===== config.mk =====
export PLATFORM = sky130hd
export DESIGN_NAME = step_sequencer_core_flat
export DESIGN_NICKNAME = d
export VERILOG_FILES = /design/src/rtl/step_sequencer_core_if.sv /design/src/rtl/step_sequencer_core.sv /design/src/flat_wrapper.sv
export SDC_FILE = /design/constraint.sdc
export NUM_CORES = 1
export LEC_CHECK = 0
export CAP_MARGIN = 20
export CORE_MARGIN = 5
export CORE_UTILIZATION = 55
export CTS_BUF_LIST = sky130_fd_sc_hd__clkbuf_2
export CTS_CLUSTER_DIAMETER = 200
export DETAILED_ROUTE_END_ITERATION = 10
export PLACE_DENSITY = 0.79
export REMOVE_ABC_BUFFERS = 1
export SYNTH_ARGS = -nofsm -noshare
export SYNTH_HDL_FRONTEND = slang
export SYNTH_SLANG_ARGS = --single-unit

===== constraint.sdc =====
create_clock -name clk -period 4.5 [get_ports clk]
set_input_delay 0.9 -clock clk [delete_from_list [all_inputs] [get_ports clk]]
set_output_delay 0.9 -clock clk [all_outputs]
set_load 0.005 [all_outputs]

===== src/rtl/step_sequencer_core_if.sv =====
// Control, pattern-write and playback signals shared between the pattern-edit UI
// (master) and step_sequencer_core (slave).
interface step_sequencer_core_if #(
    parameter int NUM_STEPS  = 16,
    parameter int NUM_TRACKS = 2,
    parameter int NOTE_W     = 4,
    parameter int TICK_W     = 24
) ();
    localparam int SW = $clog2(NUM_STEPS);
    localparam int TW = (NUM_TRACKS > 1) ? $clog2(NUM_TRACKS) : 1;

    logic                         start;
    logic                         stop;
    logic                         pause;
    logic [TICK_W-1:0]            ticks_per_step;
    logic [TICK_W-1:0]            gate_ticks;
    logic                         wr_en;
    logic [TW-1:0]                wr_track;
    logic [SW-1:0]                wr_step;
    logic [NOTE_W-1:0]            wr_note;
    logic [SW-1:0]                step_idx;
    logic                         step_pulse;
    logic [NUM_TRACKS*NOTE_W-1:0] note_out;
    logic [NUM_TRACKS-1:0]        gate_out;
    logic                         running;

    modport master (
        output start, stop, pause, ticks_per_step, gate_ticks,
        output wr_en, wr_track, wr_step, wr_note,
        input  step_idx, step_pulse, note_out, gate_out, running
    );

    modport slave (
        input  start, stop, pause, ticks_per_step, gate_ticks,
        input  wr_en, wr_track, wr_step, wr_note,
        output step_idx, step_pulse, note_out, gate_out, running
    );
endinterface


===== src/rtl/step_sequencer_core.sv =====
// Multi-track step sequencer: writable pattern store, IDLE/RUN/PAUSE transport,
// live tempo and gate length, registered per-track note codes and gates.
module step_sequencer_core #(
    parameter int NUM_STEPS  = 16,
    parameter int NUM_TRACKS = 2,
    parameter int NOTE_W     = 4,
    parameter int TICK_W     = 24
) (
    input logic                  clk,
    input logic                  rst_n,
    step_sequencer_core_if.slave bus
);
    localparam int SW = $clog2(NUM_STEPS);
    localparam logic [SW-1:0] LAST_STEP = SW'(NUM_STEPS - 1);

    typedef enum logic [1:0] {IDLE, RUN, PAUSE} state_t;

    state_t                state_q, state_d;
    logic [TICK_W-1:0]     tick_q, tick_d;
    logic [SW-1:0]         step_q, step_d;
    logic                  pulse_q;
    logic [NUM_TRACKS-1:0] gate_q, gate_d;
    logic [NOTE_W-1:0]     note_q  [NUM_TRACKS];
    logic [NOTE_W-1:0]     note_d  [NUM_TRACKS];
    logic [NOTE_W-1:0]     store_q [NUM_TRACKS][NUM_STEPS];
    logic [TICK_W-1:0]     tps_m1;
    logic                  advance;
    logic                  enter_step;
    logic                  clear_notes;
    logic                  wr_ok;

    // A tempo of 0 behaves as 1 tick per step.
    assign tps_m1 = (bus.ticks_per_step == '0) ? '0 : bus.ticks_per_step - TICK_W'(1);
    assign wr_ok  = bus.wr_en && (32'(bus.wr_track) < NUM_TRACKS) && (32'(bus.wr_step) < NUM_STEPS);

    always_comb begin
        state_d     = state_q;
        tick_d      = tick_q;
        step_d      = step_q;
        advance     = 1'b0;
        enter_step  = 1'b0;
        clear_notes = 1'b0;
        unique case (state_q)
            IDLE: begin
                if (bus.start) begin
                    state_d    = RUN;
                    tick_d     = '0;
                    step_d     = '0;
                    enter_step = 1'b1;
                end
            end
            RUN: begin
                if (bus.pause && !bus.start) state_d = PAUSE;
                else                         advance = 1'b1;
            end
            PAUSE: begin
                // Resuming consumes the frozen tick like any other RUN cycle.
                if (bus.start) begin
                    state_d = RUN;
                    advance = 1'b1;
                end
            end
            default: state_d = IDLE;
        endcase

        if (bus.stop) begin
            state_d     = IDLE;
            tick_d      = '0;
            step_d      = '0;
            advance     = 1'b0;
            enter_step  = 1'b0;
            clear_notes = 1'b1;
        end

        // >= so a live tempo decrease below the current tick advances at once.
        if (advance) begin
            if (tick_q >= tps_m1) begin
                tick_d     = '0;
                step_d     = (step_q == LAST_STEP) ? '0 : step_q + 1'b1;
                enter_step = 1'b1;
            end else begin
                tick_d = tick_q + TICK_W'(1);
            end
        end
    end

    always_comb begin
        for (int t = 0; t < NUM_TRACKS; t++) begin
            note_d[t] = note_q[t];
            if (clear_notes)     note_d[t] = '0;
            else if (enter_step) note_d[t] = store_q[t][step_d];
            gate_d[t] = (state_d == RUN) && (note_d[t] != '0) && (tick_d < bus.gate_ticks);
        end
    end

    always_ff @(posedge clk or negedge rst_n) begin
        if (!rst_n) begin
            state_q <= IDLE;
            tick_q  <= '0;
            step_q  <= '0;
            pulse_q <= 1'b0;
            gate_q  <= '0;
            for (int t = 0; t < NUM_TRACKS; t++) note_q[t] <= '0;
        end else begin
            state_q <= state_d;
            tick_q  <= tick_d;
            step_q  <= step_d;
            pulse_q <= enter_step;
            gate_q  <= gate_d;
            for (int t = 0; t < NUM_TRACKS; t++) note_q[t] <= note_d[t];
        end
    end

    // Store reads above see the pre-write value, so edits never disturb a playing step.
    always_ff @(posedge clk or negedge rst_n) begin
        if (!rst_n) begin
            for (int t = 0; t < NUM_TRACKS; t++)
                for (int s = 0; s < NUM_STEPS; s++)
                    store_q[t][s] <= '0;
        end else if (wr_ok) begin
            store_q[bus.wr_track][bus.wr_step] <= bus.wr_note;
        end
    end

    assign bus.step_idx   = step_q;
    assign bus.step_pulse = pulse_q;
    assign bus.gate_out   = gate_q;
    assign bus.running    = (state_q == RUN);

    for (genvar g = 0; g < NUM_TRACKS; g++) begin : g_note
        assign bus.note_out[g*NOTE_W +: NOTE_W] = note_q[g];
    end
endmodule


===== src/flat_wrapper.sv =====
// flat-port wrapper written by rule: the top's interface ports become plain ports
module step_sequencer_core_flat 
#(
    parameter int NUM_STEPS  = 16,
    parameter int NUM_TRACKS = 2,
    parameter int NOTE_W     = 4,
    parameter int TICK_W     = 24
)
  (clk, rst_n, bus_start, bus_stop, bus_pause, bus_ticks_per_step, bus_gate_ticks, bus_wr_en, bus_wr_track, bus_wr_step, bus_wr_note, bus_step_idx, bus_step_pulse, bus_note_out, bus_gate_out, bus_running);
  step_sequencer_core_if #(.NUM_STEPS(NUM_STEPS), .NUM_TRACKS(NUM_TRACKS), .NOTE_W(NOTE_W), .TICK_W(TICK_W)) bus_i ();
  input logic clk;
  input logic rst_n;
  input wire logic [$bits(bus_i.start)-1:0] bus_start;
  input wire logic [$bits(bus_i.stop)-1:0] bus_stop;
  input wire logic [$bits(bus_i.pause)-1:0] bus_pause;
  input wire logic [$bits(bus_i.ticks_per_step)-1:0] bus_ticks_per_step;
  input wire logic [$bits(bus_i.gate_ticks)-1:0] bus_gate_ticks;
  input wire logic [$bits(bus_i.wr_en)-1:0] bus_wr_en;
  input wire logic [$bits(bus_i.wr_track)-1:0] bus_wr_track;
  input wire logic [$bits(bus_i.wr_step)-1:0] bus_wr_step;
  input wire logic [$bits(bus_i.wr_note)-1:0] bus_wr_note;
  output wire logic [$bits(bus_i.step_idx)-1:0] bus_step_idx;
  output wire logic [$bits(bus_i.step_pulse)-1:0] bus_step_pulse;
  output wire logic [$bits(bus_i.note_out)-1:0] bus_note_out;
  output wire logic [$bits(bus_i.gate_out)-1:0] bus_gate_out;
  output wire logic [$bits(bus_i.running)-1:0] bus_running;
  assign bus_i.start = bus_start;
  assign bus_i.stop = bus_stop;
  assign bus_i.pause = bus_pause;
  assign bus_i.ticks_per_step = bus_ticks_per_step;
  assign bus_i.gate_ticks = bus_gate_ticks;
  assign bus_i.wr_en = bus_wr_en;
  assign bus_i.wr_track = bus_wr_track;
  assign bus_i.wr_step = bus_wr_step;
  assign bus_i.wr_note = bus_wr_note;
  assign bus_step_idx = bus_i.step_idx;
  assign bus_step_pulse = bus_i.step_pulse;
  assign bus_note_out = bus_i.note_out;
  assign bus_gate_out = bus_i.gate_out;
  assign bus_running = bus_i.running;
  step_sequencer_core #(.NUM_STEPS(NUM_STEPS), .NUM_TRACKS(NUM_TRACKS), .NOTE_W(NOTE_W), .TICK_W(TICK_W)) u_core (.clk(clk), .rst_n(rst_n), .bus(bus_i));
endmodule

==> results.toml, run 1 <==
[timing]
hold_viol = 0
skew_ns = 0.0346
setup_viol = 10
rsz0062_at_grt = "true"
period_needed_ns = 5.25
worst_slew_pin_slew_ns = 0.990
slew_violations = 0
fin_ws_ns = -0.755
fin_crit_sh_pct = 117
slew_headroom_pct = 33.4
holdWs_ns = 0.184
max_freq_mhz = 190

[yosys]
ys_types = 56
ys_warn_count = 0
ys_seq_area_share_pct = 42.3
syn_area_um2 = 10000
synth_edf_count = 0
synth_top_cell_area_share_pct = 42.3
synth_top_flop_cell = "dfrtp_1"
synth_cells = 917
avgSynthCellArea_um2 = 10.9
yosys_register_bits = 169
ys_async_sr_fraction_pct = 100
synth_area_leaders = "dfrtp_1, mux2_2, mux2i_1"
synth_area_leader_cell = "dfrtp_1"

[worst_setup_path]
endpoint_kind = "register"
worst-path-max-fanout = 7
cp.arrival_ns = 5.94
crit_type = "primary input to register"
worstPathRequired_ns = 5.18
startpoint_type = "primary input"

[die]
die_y_um = 145
pin_count = 79
rows = 49
dieArea_um2 = 21000
fp.dieW_um = 145
core_area_um2 = 18000
initial_core_util_pct = 55.7

[power_and_ir_drop]
switching_share_pct = 29.2
power_frac_seq_pct = 53.7
p_per_area_nw_per_um2 = 269
pwr-share-clk_pct = 25.0
p_sw_mw = 1.03
internal_power_mw = 2.49
peakVddDrop_mv = 0.213
leakage_nw = 6.21
comb_power_share_pct = 21.3

[clocking]
cts_buffers = 17
cts_hold_buf = 0
root_buffer = "clkbuf_2"
h-tree-depth = 4
clk_path_buf_depth = 2
clk_pin_slew_worst_paths_ns = 0.26
clock_sinks = 169
cts_tree = "done"
worstSkewPairLatency_ns = 0.76

[global_routing]
grt_overflow = 0
grt_use_met2_pct = 43.6
grt_use_met3_pct = 3.88
grtUsageMet1_pct = 30.4
grt_pass1_wl_mm = 40.6
grt.total_usage_pct = 24.7
grt_pass1_vias = 8099
grt_max_degree = 106
top_usage_layer = "met2"
antenna_found_initial = 1

[outcome]
violations = "setup timing"
outcome = "finished, violations left"

[placed_design]
gp_congestion = 0.894
dp_hpwl_mm = 17.3
io_buffers = 78
place_area_um2 = 11700

[cells_and_area]
postLayoutCellArea_um2 = 13100
layout-drive-gt1-share_pct = 37.9
fillers = 1194
fin_nets = 1227
syn2layout_area_growth_pct = 30.7

[drt]
drcViolationCount = 0
postRouteAntennaNets = 0
totalWireLength_mm = 26.4
drt_pass1_iterations = 5
wire_per_inst_um = 19.5
vias_per_cell = 5.86
dr.first_iter.drc_count = 590
num_vias = 7925

[hold_path]
worstHoldPathType = "primary input to async pin"

[run]
cap_violations = 0
-- placed cells by master (no fill, tap or decap), drive strengths merged, types with 9 or more instances in the layout --
cell,Yosys,routed
dfrtp,169,169
mux2,152,152
buf,13,143
mux2i,74,74
nand2,61,61
clkdlybuf4s50,0,57
ha,55,55
nor2,51,51
o21ai,48,48
inv,40,44
nand2b,25,25
a21oi,24,24
clkbuf,29,22
a21o,19,19
xor2,15,15
and3,15,15
nand4,14,14
nand3,12,12
nor3,11,11
nor2b,10,10
a211oi,9,9
-- synth_stat cells, drive strengths merged, types with 19 or more instances --
cell type and n:
dfrtp 169, inv 40, nand2b 25, nand2 61, clkbuf 29, mux2 152
a21o 19, ha 55, o21ai 48, mux2i 74, nor2 51, a21oi 24
-- timing repair --
action | in CTS | in global routing
hold endpoints to repair | 0 | 0
gates cloned | 2 | 3
buffers inserted | 22 | 13
pin swaps | 58 | 51
endpoints found under the setup margin | 16 | 11
gates resized for setup | 158 | 63
-- state kept, by name, indices dropped and copies added (netlist names) --
name,count
u_core.tick_q,24
u_core.bus.gate_out,2
u_core.store_q,128
u_core.state_q,2
u_core.bus.step_idx,4
u_core.bus.step_pulse,1
u_core.bus.note_out,8
-- worst paths after layout --
path                                        start                      to  slack, ns  cells after the start
setup reg to reg                 u_core.tick_q[0]  u_core.bus.gate_out[0]      -0.13                     20
hold / removal                              rst_n      u_core.store_q[93]       0.18                      1
setup / recovery           bus_ticks_per_step[19]  u_core.bus.gate_out[0]      -0.75                     22
hold reg to reg               u_core.store_q[117]     u_core.store_q[117]       0.54                      1
max in group asynchronous                   rst_n  u_core.bus.step_idx[0]       3.42                      2
min in group clk              u_core.store_q[117]     u_core.store_q[117]       0.54                      1
-- worst max-delay path, cell delays in order --
cell and delay, ns:
clkdlybuf4s15_2 0.18, or4_4 0.56, nor3_4 0.19, nand4_1 0.15, buf_6 0.17, nand2_4 0.06, ha_4 0.20, a21o_1 0.16
a221o_1 0.35, a21oi_2 0.19, o311ai_4 0.13, or4b_4 0.62, buf_6 0.16, o41ai_4 0.33, ha_1 0.31, a21o_1 0.18
a21o_1 0.19, a21oi_2 0.15, o22ai_2 0.09, nor4_2 0.24, o311ai_2 0.19, a41oi_1 0.21
-- kinds of logic after synthesis --
group / share of synthesized area, %
adders and majority gates: 6.88
muxes: 24.5
buffers and inverters: 3.63
DFF: 42.3
and+or+nand+nor: 11.7
AOI/OAI and AO/OA: 9.17
xor gates and xnor gates: 1.84
-- power by group through the flow --
stage | clock network (mW) | registers [mW] | logic (mW)
after floorplan | 0 | 1.86 | 0.405
after global placement | 0 | 1.89 | 0.647
after detailed placement | 0 | 1.91 | 0.672
after CTS | 0.882 | 1.88 | 0.715
after global routing | 0.946 | 1.92 | 0.824
final | 0.880 | 1.89 | 0.750
-- layer usage --
layer	up-vias	share of wire, %
li1	3688	-
met1	3940	41
met2	229	52
met3	68	4.5
met4	0	3.3
met5	-	0
-- layout make-up --
type / instances / area [um2] / area share [%]
Clock buffer: 18 / 90.1 / 0.689
Multi-Input combinational cell: 667 / 6060 / 46.4
Inverter: 40 / 150 / 1.15
Timing Repair Buffer: 214 / 2080 / 15.9
Tap cell: 229 / 287 / 2.19
Clock inverter: 14 / 170 / 1.30
Sequential cell: 169 / 4230 / 32.3
Antenna cell: 1 / 2.50 / 0.0191
-- per-stage QoR --
step	power [mW]	worst slack [ns]	setup TNS, ns	instances	util [%]
after floorplan	2.27	-5.41	-65.52	875	-
after global placement	2.54	-2.16	-33.39	1281	65.1
after detailed placement	2.58	-2.44	-37.88	1282	65.3
after CTS	3.48	-0.652	-3.27	1337	70.5
after global routing	3.69	-1.01	-7.01	1352	72.8
final	3.52	-0.755	-4.92	1352	72.8
Note: power is estimated with default switching activity, not from simulation.
==> run 2, diff against run 1 <==
CORE_ASPECT_RATIO = 0.9   (was default)
PLACE_DENSITY = 0.87   (was 0.79)
==> results.toml, run 2 (same netlist as run 1, synthesis figures left out) <==
[outcome]
outcome = "finished, violations left"
violations = "setup timing"

[global_routing]
grt_pass1_wl_mm = 44.0
grt_pass1_vias = 8551
grt.total_usage_pct = 26.1
grt_max_degree = 97
antenna_found_initial = 0
grt_overflow = 0

[cells_and_area]
largest_reg_flops = 128
layout-drive-gt1-share_pct = 40.6
fin_nets = 1249
diodes = 0
final_cell_mix = "dfrtp_1, mux2_2, buf_4"
layout_commonest_cell = "dfrtp_1"
utilization_pct = 75.9
fin_cells = 1384
max_flop_register = "u_core.store_q"
fillers = 996
syn2layout_area_growth_pct = 34.5

[placed_design]
io_buffers = 78
dpl.cell_count = 1292
gp_congestion = 0.883
dp_hpwl_mm = 17.9

[timing]
period_needed_ns = 5.53
fin_ws_ns = -1.03
tns_ns = -5.21
skew_ns = 0.0257
max_freq_mhz = 181
setup_viol = 10
slew_headroom_pct = 21.5
worst_slew_pin_slew_ns = 1.17
slew_violations = 0
fin_crit_sh_pct = 123
rsz0062_at_grt = "true"
hold_viol = 0

[die]
core_area_um2 = 17700
rows = 46
die_y_um = 138
pin_count = 79
dieArea_um2 = 21000
fp.dieW_um = 152
initial_core_util_pct = 56.5

[drt]
vias_per_cell = 6.28
drt_pass1_iterations = 5
totalWireLength_mm = 31.1
route.top_layer_used = "met4"
wirelength_met1_mm = 11.8
wl_met2_mm = 15.6
routed-wl-met3_mm = 2.11
postRouteAntennaNets = 0
num_vias = 8694
drcViolationCount = 0
dr.first_iter.drc_count = 841
wire_per_inst_um = 22.5

[power_and_ir_drop]
peakVddDrop_mv = 0.144
p_per_area_nw_per_um2 = 263
power_mw = 3.54
leakage_nw = 6.29

[clocking]
clk_pin_slew_worst_paths_ns = 0.27
worstSkewPairLatency_ns = 0.82
clk_path_buf_depth = 2
cts_tree = "done"
cts_buffers = 17
h-tree-depth = 4
clock_sinks = 169
root_buffer = "clkbuf_2"
cts_hold_buf = 0

[worst_setup_path]
slowest_delay_ns = 0.65
crit_type = "primary input to register"
cpMaxStageDelayCell = "or4b_4"
startpoint_type = "primary input"
endpoint_kind = "register"
worst-path-max-fanout = 7
crit_top_cell = "buf_4"
cp.arrival_ns = 6.29
worstPathRequired_ns = 5.27
rr_worst_depth = 19

[hold_path]
worstHoldPathType = "primary input to async pin"

[run]
cap_violations = 0
-- run 2: worst paths after layout --
check                                       from                     end  slack, ns
setup / recovery           bus_ticks_per_step[3]  u_core.bus.gate_out[0]      -1.03
hold / removal                             rst_n      u_core.store_q[71]       0.12
setup reg to reg                u_core.tick_q[9]  u_core.bus.gate_out[0]      -0.29
hold reg to reg               u_core.store_q[52]      u_core.store_q[52]       0.54
max in group asynchronous                  rst_n       u_core.tick_q[16]       3.47
min in group clk              u_core.store_q[52]      u_core.store_q[52]       0.54
-- run 2: power by group --
part	internal, mW	leakage [nW]	switching (mW)
registers	1.75	2.20	0.149
clock network	0.225	0.145	0.617
logic	0.440	3.94	0.360
-- run 2: repair_timing --
action / 4_1_cts / 5_1_grt
setup endpoints to repair: 15 / 10
gates resized for setup: 180 / 81
buffers inserted: 34 / 20
pin swaps: 60 / 62
cloned: 4 / 1
-- run 2: final cells by class --
cell class / instances / area [um2] / area share, %
clock buffer: 17 / 85.1 / 0.632
timing repair buffer: 237 / 2250 / 16.7
clock inverter: 15 / 158 / 1.17
multi-input combinational: 666 / 6280 / 46.7
inverter: 40 / 155 / 1.15
sequential: 169 / 4230 / 31.4
tap: 240 / 300 / 2.23
-- run 2: per-layer routing --
layer,vias up,global-route usage [%]
li1,3732,-
met1,4276,32.3
met2,523,46.1
met3,163,5.09
met4,0,9.49
met5,-,0
-- run 2: worst max-delay path: cells and delay by family --
kind | cells | cell delay [ns]
buffers and inverters | 5 | 0.69
adder cells (fa/ha/maj) | 2 | 0.60
AO/OA/AOI/OAI | 8 | 1.56
XOR/XNOR | 1 | 0.19
AND/OR/NAND/NOR | 13 | 2.35
-- run 2: stage by stage --
stage          area, um2  worst slack (ns)  hold WS (ns)
2_1_floorplan       9790             -5.41         0.472
3_3_place_gp       11700             -2.33         0.480
3_5_place_dp       11700             -2.54         0.488
4_1_cts            12800            -0.630         0.188
5_1_grt            13500             -1.09         0.143
6_report           13500             -1.03         0.123
